===== config.mk =====
export PLATFORM = sky130hd
export DESIGN_NAME = btn_debounce
export DESIGN_NICKNAME = d
export VERILOG_FILES = /design/src/rtl/btn_debounce_pkg.sv /design/src/rtl/btn_debounce_ch.sv /design/src/rtl/btn_debounce.sv
export SDC_FILE = /design/constraint.sdc
export NUM_CORES = 1
export LEC_CHECK = 0
export ABC_AREA = 1
export BUFFER_PORTS_ARGS = -buffer_cell sky130_fd_sc_hd__buf_2
export CAP_MARGIN = 20
export CORE_AREA = 2 2 79 43
export DETAILED_ROUTE_END_ITERATION = 10
export DIE_AREA = 0 0 81 45
export PLACE_DENSITY_LB_ADDON = 0.3
export SYNTH_ARGS = -nofsm -noshare
export SYNTH_HDL_FRONTEND = slang
export SYNTH_SLANG_ARGS = --single-unit

===== constraint.sdc =====
create_clock -name CLK -period 1.8 [get_ports CLK]
set_input_delay 0.09 -clock CLK [delete_from_list [all_inputs] [get_ports CLK]]
set_output_delay 0.09 -clock CLK [all_outputs]
set_load 0.05 [all_outputs]

===== src/rtl/btn_debounce_pkg.sv =====
// btn_debounce_pkg: default sizing for the button debouncer and a width check helper.
package btn_debounce_pkg;
   localparam int DEF_N_BTN        = 2;
   localparam int DEF_TICK_DIV     = 8000;
   localparam int DEF_TICK_W       = 13;
   localparam int DEF_STABLE_TICKS = 4;
   localparam int DEF_STB_W        = 3;
   function automatic bit fits(input int w, input int v);
      return (longint'(1) << w) >= longint'(v);
   endfunction
endpackage


===== src/rtl/btn_debounce_ch.sv =====
// btn_debounce_ch: one button channel; synchronizer, tick qualifier, stable level and event flops.
// Toggle flops exist only when BTN_DEBOUNCE_TOGGLE_EN is defined.
module btn_debounce_ch
   import btn_debounce_pkg::*;
#(
   parameter int STABLE_TICKS = DEF_STABLE_TICKS,
   parameter int STB_W        = DEF_STB_W
) (
   input  logic CLK,
   input  logic RST_N,
   input  logic btn_raw,
   input  logic tick,
   output logic stable,
   output logic press,
   output logic rel,
   output logic toggle
);
   logic [1:0]       sync_q, sync_d;
   logic [STB_W-1:0] cnt_q, cnt_d;
   logic             stable_q, stable_d, press_q, press_d, rel_q, rel_d;
   logic             btn_s, chg, hit;
   always_comb begin
      sync_d   = {sync_q[0], btn_raw};
      btn_s    = sync_q[1];
      chg      = btn_s != stable_q;
      hit      = tick && cnt_q == STB_W'(STABLE_TICKS - 1);
      cnt_d    = (!chg || hit) ? '0 : cnt_q + STB_W'(tick);
      stable_d = (chg && hit) ? btn_s : stable_q;
      press_d  = chg && hit && btn_s;
      rel_d    = chg && hit && !btn_s;
   end
   always_ff @(posedge CLK or negedge RST_N) begin
      if (!RST_N) begin
         sync_q   <= '0;
         cnt_q    <= '0;
         stable_q <= 1'b0;
         press_q  <= 1'b0;
         rel_q    <= 1'b0;
      end else begin
         sync_q   <= sync_d;
         cnt_q    <= cnt_d;
         stable_q <= stable_d;
         press_q  <= press_d;
         rel_q    <= rel_d;
      end
   end
   assign stable = stable_q;
   assign press  = press_q;
   assign rel    = rel_q;
`ifdef BTN_DEBOUNCE_TOGGLE_EN
   logic toggle_q, toggle_d;
   always_comb toggle_d = toggle_q ^ press_d;
   always_ff @(posedge CLK or negedge RST_N) begin
      if (!RST_N) toggle_q <= 1'b0;
      else        toggle_q <= toggle_d;
   end
   assign toggle = toggle_q;
`else
   assign toggle = 1'b0;
`endif
endmodule


===== src/rtl/btn_debounce.sv =====
// btn_debounce: shared sample-tick prescaler feeding N_BTN debounce channels.
// Define BTN_DEBOUNCE_TOGGLE_EN to build per-button press-toggle state on BTN_TOGGLE.
module btn_debounce
   import btn_debounce_pkg::*;
#(
   parameter int N_BTN        = DEF_N_BTN,
   parameter int TICK_DIV     = DEF_TICK_DIV,
   parameter int TICK_W       = DEF_TICK_W,
   parameter int STABLE_TICKS = DEF_STABLE_TICKS,
   parameter int STB_W        = DEF_STB_W
) (
   input  logic             CLK,
   input  logic             RST_N,
   input  logic [N_BTN-1:0] BTN,
   output logic [N_BTN-1:0] BTN_STABLE,
   output logic [N_BTN-1:0] BTN_PRESS,
   output logic [N_BTN-1:0] BTN_RELEASE,
   output logic [N_BTN-1:0] BTN_TOGGLE
);
   logic [TICK_W-1:0] pre_q, pre_d;
   logic              tick;
   if (TICK_DIV < 2 || STABLE_TICKS < 1 || !fits(TICK_W, TICK_DIV) || !fits(STB_W, STABLE_TICKS)) begin : g_bad_cfg
      $error("btn_debounce: illegal TICK_DIV/TICK_W/STABLE_TICKS/STB_W combination");
   end
   always_comb begin
      tick  = pre_q == TICK_W'(TICK_DIV - 1);
      pre_d = tick ? '0 : pre_q + 1'b1;
   end
   always_ff @(posedge CLK or negedge RST_N) begin
      if (!RST_N) pre_q <= '0;
      else        pre_q <= pre_d;
   end
   for (genvar i = 0; i < N_BTN; i++) begin : g_ch
      btn_debounce_ch #(
         .STABLE_TICKS(STABLE_TICKS),
         .STB_W       (STB_W)
      ) u_ch (
         .CLK    (CLK),
         .RST_N  (RST_N),
         .btn_raw(BTN[i]),
         .tick   (tick),
         .stable (BTN_STABLE[i]),
         .press  (BTN_PRESS[i]),
         .rel    (BTN_RELEASE[i]),
         .toggle (BTN_TOGGLE[i])
      );
   end
endmodule


==> impl_metrics.csv <==
group,metric,value,unit
outcome,status,"complete, no violations",
clocking,tritoncts,"yes",
global_route,grt_start_max_net_pins,30,
die,ios,12,
global_route,overflow,0,
timing,post-route-period-util,0.923,
synth,synth.largest_area_cell,"dfrtp_1",
detailed_routing,drt_wl_total,2.49,mm
timing,max_freq,602,MHz
critical_path,startpoint_type,"flop",
timing,slew_headroom,0.578,
clocking,clk_latency,0.28,ns
finish,diodes,0,
power_and_ir_drop,power,1400,uW
timing,slew_viol_final,0,
synth,synth_commonest_cells,"nor2_1 (33), nand2_1 (32), dfrtp_1 (29), inv_1 (19), buf_4 (8)",
timing,finalHoldViolCount,0,
synth,yosys.area.top_type_share,0.503,
detailed_routing,vias_per_cell,4.60,
min_path,holdCritPathClass,"flop to flop",
clocking,path_clk_slew,0.07,ns
critical_path,worst_setup_path_end_kind,"flop",
synth,synth.most_common_cell,"nor2_1",
global_route,grt_usage,0.165,
power_and_ir_drop,p_leak,0.000850,uW
finish,areaGrowthSynthToFinish,14.0,%
timing,rsz0062_at_grt,"false",
critical_path,crit_top_cell,"ha_1",
timing,min_period,1.66,ns
synth,yosys_most_used_dff,"dfrtp_1",
critical_path,cp_slowest_cell,"dfrtp_1",
synth,yosys.cell_types.count,20,
synth,syn_avg_cell_area,8.75,um2
place,port_buffers,9,
power_and_ir_drop,vdd_drop_max,459,uV
detailed_routing,drt_iter0_drc,45,
place,placed_cells,209,
clocking,cts_sinks,29,
finish,nets,188,
die,dieArea,3650,um2
synth,synth_enable_flop_cells,0,
critical_path,worstPathArrival,1.83,ns
critical_path,critPathMaxFanout,4,
die,die_h,45,um
clocking,clk_path_buf_depth,2,
clocking,clockRootBuffer,"clkbuf_8",
detailed_routing,vias,1012,
timing,whs,0.351,ns
clocking,htree_levels,2,
place,place_area,1500,um2
synth,synth.yosys.seq_area_share,0.503,
power_and_ir_drop,powerDensity,852,nW/um2
detailed_routing,ant_nets,0,
synth,ys_seq_elements,29,
synth,synth_area,1440,um2
detailed_routing,drc,0,
finish,drive_gt1_frac,0.217,
synth,synth_async_sr_flop_share,1.00,
die,die_w,81,um
clocking,postCtsSetupBuffers,0,
synth,synth_cells,165,
timing,worst_pin_slew,0.634,ns
timing,setup_tns,0,ns
place,gp_congestion,0.915,
detailed_routing,first_pass_iters,5,
critical_path,cp_slowest_stage_delay,0.40,ns
global_route,grt_pass1_vias,979,
synth,yosys-top-cells-area,"dfrtp_1 (50%), nor2_1 (8.6%), nand2_1 (8.3%), inv_1 (4.9%), ha_1 (4.3%)",
critical_path,r2r_slack,0.14,ns
critical_path,criticalPathCategory,"flop to flop",
detailed_routing,drt-wirelength-per-cell,11.3,um
finish,final_cell_area,1650,um2
critical_path,crit_chain,"ha_2 -> nand3_4 -> nor2_4 -> nand2_2 -> inv_2 -> ha_1 -> ha_1 -> xnor2_1 -> nor2_1",
critical_path,required,1.97,ns
die,initial_utilization,0.497,
critical_path,cp_num_buf_inv,1,
die,fp-row-count,14,
critical_path,cp_top_family,"adder cells",
timing,fin_skew,0.00421,ns
die,core-area,2910,um2
place,dp_hpwl,1.83,mm
synth,yosys_warnings,0,
timing,setup_viol,0,
global_route,grt_antenna_before_repair,0,
finish,final-instance-count-excl-fill,220,
run,drv_cap,0,
clocking,cts_buffers,5,
global_route,grt_pass1_wl,4.22,mm
-- sequential cells by signal (all words and copies together), names as in the netlist --
| name | cells |
|---|---|
| g_ch.u_ch.cnt_q | 6 |
| g_ch.u_ch.press | 2 |
| g_ch.u_ch.rel | 2 |
| g_ch.u_ch.stable | 2 |
| g_ch.u_ch.sync_q | 4 |
| pre_q | 13 |
-- kinds of logic after synthesis --
group                      Yosys count  share of synthesized area
AOI/OAI and AO/OA                    4                     0.0191
xor gates and xnor gates             5                     0.0303
adders and majority gates            5                     0.0433
buffers and inverters               29                     0.0962
DFF                                 29                      0.503
other                                1                    0.00260
and+or+nand+nor                     92                      0.306
-- per-layer routing --
layer	part of all wire	wire length, um	track usage
met1	0.49	1220	0.198
met2	0.45	1110	0.261
met3	0.051	128	0.0840
met4	0.013	33	0.0576
met5	0	0	0
-- power breakdown --
part / total, uW / leakage, uW / switching [uW] / internal (uW)
combinational: 34.4 / 0.000410 / 26.3 / 8.17
clock: 710 / 0.0000585 / 259 / 451
sequential: 659 / 0.000382 / 2.32 / 656
total: 1400 / 0.000850 / 287 / 1120
-- layout by cell type (no fill, tap or decap) --
master,n
ha_2,1
nand2_1,32
clkbuf_8,6
dfrtp_1,29
dlygate4sd3_1,3
nand4_1,4
bufinv_16,1
ha_1,4
xnor2_1,2
xor2_1,3
clkbuf_1,1
nand3_2,3
nor2_1,33
inv_2,2
nand3_4,1
nand2_2,3
nand3_1,7
nor2_4,3
nor2_2,3
a21oi_1,2
buf_2,9
buf_4,2
o21ai_2,2
inv_1,19
or2_2,3
conb_1,2
-- path summary, 6_finish.rpt --
kind                                                  startpoint                                to  depth (start not counted)
worst min register to register  g_ch[0].u_ch.sync_q[0]$_DFF_PN0_  g_ch[0].u_ch.sync_q[1]$_DFF_PN0_                          0
worst min-delay path            g_ch[0].u_ch.sync_q[0]$_DFF_PN0_  g_ch[0].u_ch.sync_q[1]$_DFF_PN0_                          0
min in group asynchronous                                  RST_N                pre_q[3]$_DFF_PN0_                          2
max in group asynchronous                                  RST_N               pre_q[10]$_DFF_PN0_                          2
worst max-delay path                          pre_q[0]$_DFF_PN0_   g_ch[0].u_ch.cnt_q[2]$_DFF_PN0_                          9
worst max register to register                pre_q[0]$_DFF_PN0_   g_ch[0].u_ch.cnt_q[2]$_DFF_PN0_                          9
-- worst reg2reg max path: stages, from the launching register on --
cell and delay (ns):
dfrtp_1 0.40, ha_2 0.23, nand3_4 0.14, nor2_4 0.05, nand2_2 0.09, inv_2 0.06, ha_1 0.18, ha_1 0.19
xnor2_1 0.15, nor2_1 0.07
-- through the flow --
stage / util / setup slack (ns)
after floorplan: - / 0.189
after global placement: 0.515 / 0.160
after detailed placement: 0.515 / 0.0950
after CTS: 0.565 / 0.0723
after global routing: 0.566 / 0.0447
final: 0.566 / 0.139
-- timing repair --
action / 4_1_cts / 5_1_grt
endpoints found under the hold margin: 31 / 0
gates resized for setup: 0 / 1
hold buffers: 3 / 0
setup endpoints to repair: 0 / 2
-- layout make-up --
| class | count | area, um2 |
|---|---|---|
| Inverter | 21 | 78.8 |
| Clock buffer | 7 | 86.3 |
| Multi-Input combinational cell | 108 | 586 |
| Clock inverter | 1 | 30.0 |
| Timing Repair Buffer | 14 | 90.1 |
| Sequential cell | 29 | 726 |
| Fill cell | 266 | 1260 |
| Tap cell | 40 | 50.0 |
Note: power is estimated with default switching activity, not from simulation.
